File: config.mk
export PLATFORM = sky130hd
export DESIGN_NAME = hazard_pipe_tracker
export DESIGN_NICKNAME = d
export VERILOG_FILES = /design/src/rtl/hazard_pipe_tracker.sv
export SDC_FILE = /design/constraint.sdc
export NUM_CORES = 1
export LEC_CHECK = 0
export CAP_MARGIN = 25
export CORE_MARGIN = 1.5
export CORE_UTILIZATION = 45
export CTS_BUF_LIST = sky130_fd_sc_hd__clkbuf_16
export DETAILED_ROUTE_END_ITERATION = 8
export PLACE_DENSITY = 0.83
export SYNTH_ARGS = -nofsm -noshare
export SYNTH_HDL_FRONTEND = slang
export SYNTH_SLANG_ARGS = --single-unit
File: constraint.sdc
create_clock -name clk -period 5 [get_ports clk]
set_clock_uncertainty 0.2 [all_clocks]
set_input_delay 0.75 -clock clk [delete_from_list [all_inputs] [get_ports clk]]
set_output_delay 0.75 -clock clk [all_outputs]
set_load 0.05 [all_outputs]
File: src/rtl/hazard_pipe_tracker.sv
`default_nettype none
// ============================================================================
// Module      : hazard_pipe_tracker
// Description : Tracks the control bits of each instruction as it moves from
//               ID through EXE, MEM and WB. Hazard stalls insert bubbles into
//               EXE while older instructions keep draining. Saturating
//               counters record retired instructions, load-use stall cycles
//               and branch bubble cycles.
//
// Ports
//   clk                 : rising-edge clock
//   rst                 : asynchronous active-high reset
//   id_*_i              : decoded control bits and destination of the ID slot
//   stall_i             : hazard stall request from decode control
//   remain_pc_i         : 1 = load-use stall, 0 = branch bubble
//   cnt_clr_i           : synchronous clear for all counters
//   exe_*_o / mem_*_o / wb_*_o : per-stage control bits and destinations
//   cnt_retired_o       : valid instructions leaving WB (32 bit, saturating)
//   cnt_load_stall_o    : load-use stall cycles (16 bit, saturating)
//   cnt_branch_bubble_o : branch bubble cycles (16 bit, saturating)
//
// Revision    : 1.0 - initial release
// ============================================================================
module hazard_pipe_tracker (
    input  logic        clk,
    input  logic        rst,
    input  logic        id_valid_i,
    input  logic        id_wreg_i,
    input  logic        id_mem2reg_i,
    input  logic        id_wmem_i,
    input  logic        id_jal_i,
    input  logic [4:0]  id_regw_addr_i,
    input  logic        stall_i,
    input  logic        remain_pc_i,
    input  logic        cnt_clr_i,
    output logic        exe_valid_o,
    output logic        exe_wreg_o,
    output logic        exe_mem2reg_o,
    output logic        exe_wmem_o,
    output logic        exe_jal_o,
    output logic [4:0]  exe_regw_addr_o,
    output logic        mem_valid_o,
    output logic        mem_wreg_o,
    output logic        mem_mem2reg_o,
    output logic        mem_wmem_o,
    output logic [4:0]  mem_regw_addr_o,
    output logic        wb_valid_o,
    output logic        wb_wreg_o,
    output logic        wb_mem2reg_o,
    output logic [4:0]  wb_regw_addr_o,
    output logic [31:0] cnt_retired_o,
    output logic [15:0] cnt_load_stall_o,
    output logic [15:0] cnt_branch_bubble_o
);

    localparam int ADDR_W = 5;
    localparam int RET_W  = 32;
    localparam int EVT_W  = 16;

    // ------------------------------------------------------------------
    // Stage registers
    // ------------------------------------------------------------------
    logic              exe_valid_q, exe_wreg_q, exe_mem2reg_q, exe_wmem_q, exe_jal_q;
    logic [ADDR_W-1:0] exe_addr_q;
    logic              exe_valid_d, exe_wreg_d, exe_mem2reg_d, exe_wmem_d, exe_jal_d;
    logic [ADDR_W-1:0] exe_addr_d;

    logic              mem_valid_q, mem_wreg_q, mem_mem2reg_q, mem_wmem_q;
    logic [ADDR_W-1:0] mem_addr_q;

    logic              wb_valid_q, wb_wreg_q, wb_mem2reg_q;
    logic [ADDR_W-1:0] wb_addr_q;

    logic [RET_W-1:0]  cnt_ret_q, cnt_ret_d;
    logic [EVT_W-1:0]  cnt_ld_q,  cnt_ld_d;
    logic [EVT_W-1:0]  cnt_br_q,  cnt_br_d;

    logic w_bubble;
    logic w_load_stall;
    logic w_branch_bubble;

    assign w_bubble        = stall_i | ~id_valid_i;
    assign w_load_stall    = stall_i & remain_pc_i;
    assign w_branch_bubble = stall_i & ~remain_pc_i;

    // EXE capture: a bubble clears every control bit and the destination.
    // Writes to $0 are dropped here so later stages never see them, while
    // jal still marks the slot as a link instruction.
    always_comb begin
        exe_valid_d   = 1'b0;
        exe_wreg_d    = 1'b0;
        exe_mem2reg_d = 1'b0;
        exe_wmem_d    = 1'b0;
        exe_jal_d     = 1'b0;
        exe_addr_d    = '0;
        if (!w_bubble) begin
            exe_valid_d   = 1'b1;
            exe_wreg_d    = id_wreg_i & (id_regw_addr_i != '0);
            exe_mem2reg_d = id_mem2reg_i;
            exe_wmem_d    = id_wmem_i;
            exe_jal_d     = id_jal_i;
            exe_addr_d    = id_regw_addr_i;
        end
    end

    always_ff @(posedge clk or posedge rst) begin
        if (rst) begin
            exe_valid_q   <= 1'b0;
            exe_wreg_q    <= 1'b0;
            exe_mem2reg_q <= 1'b0;
            exe_wmem_q    <= 1'b0;
            exe_jal_q     <= 1'b0;
            exe_addr_q    <= '0;
            mem_valid_q   <= 1'b0;
            mem_wreg_q    <= 1'b0;
            mem_mem2reg_q <= 1'b0;
            mem_wmem_q    <= 1'b0;
            mem_addr_q    <= '0;
            wb_valid_q    <= 1'b0;
            wb_wreg_q     <= 1'b0;
            wb_mem2reg_q  <= 1'b0;
            wb_addr_q     <= '0;
        end else begin
            exe_valid_q   <= exe_valid_d;
            exe_wreg_q    <= exe_wreg_d;
            exe_mem2reg_q <= exe_mem2reg_d;
            exe_wmem_q    <= exe_wmem_d;
            exe_jal_q     <= exe_jal_d;
            exe_addr_q    <= exe_addr_d;
            // jal is resolved in EXE and is not carried further.
            mem_valid_q   <= exe_valid_q;
            mem_wreg_q    <= exe_wreg_q;
            mem_mem2reg_q <= exe_mem2reg_q;
            mem_wmem_q    <= exe_wmem_q;
            mem_addr_q    <= exe_addr_q;
            // Stores complete in MEM; WB only needs the write-back controls.
            wb_valid_q    <= mem_valid_q;
            wb_wreg_q     <= mem_wreg_q;
            wb_mem2reg_q  <= mem_mem2reg_q;
            wb_addr_q     <= mem_addr_q;
        end
    end

    // ------------------------------------------------------------------
    // Saturating event counters; clear wins over a same-cycle increment.
    // ------------------------------------------------------------------
    always_comb begin
        cnt_ret_d = cnt_ret_q;
        cnt_ld_d  = cnt_ld_q;
        cnt_br_d  = cnt_br_q;
        if (cnt_clr_i) begin
            cnt_ret_d = '0;
            cnt_ld_d  = '0;
            cnt_br_d  = '0;
        end else begin
            if (wb_valid_q && (cnt_ret_q != '1)) begin
                cnt_ret_d = cnt_ret_q + 1'b1;
            end
            if (w_load_stall && (cnt_ld_q != '1)) begin
                cnt_ld_d = cnt_ld_q + 1'b1;
            end
            if (w_branch_bubble && (cnt_br_q != '1)) begin
                cnt_br_d = cnt_br_q + 1'b1;
            end
        end
    end

    always_ff @(posedge clk or posedge rst) begin
        if (rst) begin
            cnt_ret_q <= '0;
            cnt_ld_q  <= '0;
            cnt_br_q  <= '0;
        end else begin
            cnt_ret_q <= cnt_ret_d;
            cnt_ld_q  <= cnt_ld_d;
            cnt_br_q  <= cnt_br_d;
        end
    end

    // ------------------------------------------------------------------
    // Outputs
    // ------------------------------------------------------------------
    assign exe_valid_o         = exe_valid_q;
    assign exe_wreg_o          = exe_wreg_q;
    assign exe_mem2reg_o       = exe_mem2reg_q;
    assign exe_wmem_o          = exe_wmem_q;
    assign exe_jal_o           = exe_jal_q;
    assign exe_regw_addr_o     = exe_addr_q;
    assign mem_valid_o         = mem_valid_q;
    assign mem_wreg_o          = mem_wreg_q;
    assign mem_mem2reg_o       = mem_mem2reg_q;
    assign mem_wmem_o          = mem_wmem_q;
    assign mem_regw_addr_o     = mem_addr_q;
    assign wb_valid_o          = wb_valid_q;
    assign wb_wreg_o           = wb_wreg_q;
    assign wb_mem2reg_o        = wb_mem2reg_q;
    assign wb_regw_addr_o      = wb_addr_q;
    assign cnt_retired_o       = cnt_ret_q;
    assign cnt_load_stall_o    = cnt_ld_q;
    assign cnt_branch_bubble_o = cnt_br_q;

endmodule
`default_nettype wire

==> summary.md <==
| Metric | Value |
|---|---|
| GP Congestion | `0.877` |
| Leakage | `about 0.0022 uW` |
| First-pass GRT wire length | `between 15 and 20 mm` |
| Pre-antenna DRT Iters | `4` |
| Core ar. | `slightly above 9000 sq um` |
| Tmin final | `about 3000 ps` |
| Layout cells sized above 1 | `0.0613` |
| Crit-path slowest cell | `or4_1` |
| YS warnings | `0` |
| Most frequent CP cell | `or4_1` |
| Setup TNS | `0 ps` |
| Status | `finished clean` |
| Worst-Margin Slew | `814 ps` |
| Sequential fraction of design power | `0.488` |
| Critical path arrival | `3060 ps` |
| Area added between synthesis and finish | `35.2%` |
| RSZ-0062 raised after global routing | `no` |
| Port bufs | `around 110` |
| DRT antenna net count | `0` |
| Chip height | `99.6 microns` |
| Post-synth cell types | `38` |
| Reg-to-reg slack, setup | `2000 ps` |
| Site Rows | `35` |
| Post-synth EDFFs | `0` |
| Nets | `approximately 540` |
| Crit start category | `flip-flop` |
| Worst Hold Launch | `exe_regw_addr_o[0]` |
| Synth top area share | `0.542` |
| Avg Synthesized Cell Area | `10.2 sq um` |
| Initial DRC count | `~200` |
| TritonCTS buffer count | `9` |
| Diode count | `0` |
| Number of global-route vias before repair | `around 3600` |
| Final Cell Area | `5680 sq um` |
| Clk_lat worst skew | `340 ps` |
| Leading post-synthesis cells by cell area | `dfrtp_1 (54%), xnor2_1 (7.5%), nor2_1 (4.6%)` |
| Max stage delay on crit path | `740 ps` |
| Die Wd | `between 90 and 100 microns` |
| Placed cell area | `about 5400 sq um` |
| CTS max path bufs | `2` |
| Clock power frac | `0.436` |
| Critical path type | `flip-flop to flip-flop` |
| Reg2reg end | `cnt_retired_o[29]` |
| Vias | `3579` |
| Gr ovfl total | `0` |
| IO Count | `between 100 and 150` |
| DRC | `0` |
| Most common cell after layout, fill and taps aside | `clkdlybuf4s50_1` |
| Resized Gates After CTS | `0` |
| Most frequent cells in the layout | `clkdlybuf4s50_1 (104), dfrtp_1 (91), nor2_1 (52)` |
| Power Density | `273 nW/um^2` |
| Crit-path cells | `nand4_1 -> or4_1 -> or4_1 -> or4_1 -> a21oi_1` |
| Flops & latches, synth | `91` |
| Post-CTS Setup Inserts | `0` |
| Initial antenna violation count | `0` |
| Worst r2r src | `cnt_retired_o[13]` |
| Reg clk slew, reported paths | `approximately 80 ps` |
| Top_reg_cell synth | `dfrtp_1` |
| DR WL/cell | `15.6 microns` |
| Final setup vio count | `0` |
| Async S/R FF share, synth | `1.00` |
| CP endpoint kind | `flip-flop` |
| HPWL Detailed | `between 6 and 7 mm` |
| Die area | `9920 sq um` |
| Post-Synthesis Cells | `411` |
| Final hold vios | `0` |
| Gr usage total | `0.208` |
| CP Buf/Inv Count | `0` |
| Tcrit/Tclk final | `0.601` |
| Post-Synthesis Cell Area | `4200 sq um` |
| Clock root buffer | `clkbuf_16` |
| Hold Path Depth | `0` |
| Final WL | `9.86 mm` |
| CP delay by family, top | `simple AND/OR/NAND/NOR gates` |
| Vias per cell | `about 5.7` |
| Slew Limit Fails | `0` |
| Yosys top cell by area | `dfrtp_1` |
| Slew headroom | `0.453` |
| Psw | `between 400 and 500 uW` |
| Critical Path RT | `approximately 5100 ps` |
| Largest net degree at the start of global routing | `70` |
| Maximum capacitance violations | `0` |
| Hold-fix buffers, CTS | `0` |
| Syn nets | `429` |
| WHS Endpoint | `mem_regw_addr_o[0]` |
| Starting density of the core | `0.459` |
| Comb pwr share | `0.076` |
| TritonCTS Sinks | `between 90 and 100` |
| Reg2Reg Depth | `5` |
| Peak VDD IR | `210 uV` |
| Fmax | `about 0.33 GHz` |
| Switching fraction of total power | `0.264` |
| CTS tree | `yes` |
| Hold WC Path Type | `flip-flop to flip-flop` |
| Int Pwr | `roughly 1100 uW` |
| CP max FO | `11` |
| H-tree levels | `3` |
| Sequential fraction of the synthesis area | `0.542` |
layer usage:
layer / track usage / routed length, microns / vias up
met3: 0.0710 / 658 / 8
met4: 0.0683 / 90 / 0
li1: - / - / 1690
met1: 0.275 / 4310 / 1780
met2: 0.323 / 4800 / 101
met5: 0 / 0 / -
power groups by stage:
stage / logic (uW) / registers, uW / clock network (uW)
2_1_floorplan: 30.5 / 811 / 0
3_3_place_gp: 117 / 770 / 0
3_5_place_dp: 119 / 770 / 0
4_1_cts: 120 / 756 / 692
5_1_grt: 127 / 757 / 727
6_report: 117 / 756 / 675
through the flow:
step / cells / utilization / setup WS (ps) / hold WS (ps) / total power [uW]
2_1_floorplan: 411 / - / 1690 / 472 / 841
3_3_place_gp: 617 / 0.587 / 2010 / 155 / 887
3_5_place_dp: 617 / 0.587 / 1890 / 158 / 890
4_1_cts: 633 / 0.621 / 2010 / 176 / 1570
5_1_grt: 633 / 0.621 / 1820 / 181 / 1610
6_report: 633 / 0.621 / 2000 / 174 / 1550
state kept, by name, summed over array words and instances, names as in the netlist:
name	count
wb_regw_addr_o	5
exe_valid_o	1
mem_wmem_o	1
mem_regw_addr_o	5
exe_regw_addr_o	5
mem_wreg_o	1
exe_wreg_o	1
wb_wreg_o	1
cnt_branch_bubble_o	16
wb_valid_o	1
mem_mem2reg_o	1
mem_valid_o	1
exe_wmem_o	1
exe_jal_o	1
cnt_load_stall_o	16
exe_mem2reg_o	1
cnt_retired_o	32
wb_mem2reg_o	1
layout make-up:
cell class / instances / area, sq um
Clock buffer: 9 / 225
Clock inverter: 7 / 81.3
Fill cell: 725 / 3470
Inverter: 10 / 38.8
Multi-Input combinational cell: 295 / 1830
Sequential cell: 91 / 2280
Tap cell: 111 / 139
Timing Repair Buffer: 110 / 1080
cells in the mapped netlist, drive strengths merged, types with 7 or more instances:
cell    number
and4         9
nand2       22
o31ai       10
nand4       15
o21ai        7
xnor2       36
nor4        10
clkbuf      14
nor3        18
a21oi       20
inv         10
dfrtp       91
or4          9
and2        11
nor2        52
or3          9
nand3       23
logic make-up after synthesis:
logic type | count (synthesis) | share of synthesized area
adders and majority gates | 3 | 0.00894
xor gates and xnor gates | 41 | 0.0855
AOI/OAI and AO/OA | 50 | 0.0766
muxes | 6 | 0.0155
DFF | 91 | 0.542
buffers and inverters | 25 | 0.0226
and+or+nand+nor | 195 | 0.249
worst max-delay path by stage:
stage | slack [ps] | from | depth (start not counted) | to
after CTS | 2010 | cnt_retired_o[13] | 5 | cnt_retired_o[31]
after floorplan | 1690 | rst | 1 | cnt_branch_bubble_o[0]
final | 2000 | cnt_retired_o[13] | 5 | cnt_retired_o[29]
after detailed placement | 1890 | stall_i | 6 | cnt_load_stall_o[15]
after global routing | 1820 | cnt_retired_o[13] | 5 | cnt_retired_o[31]
after global placement | 2010 | stall_i | 6 | cnt_load_stall_o[15]
(Power assumes the default switching activity.)
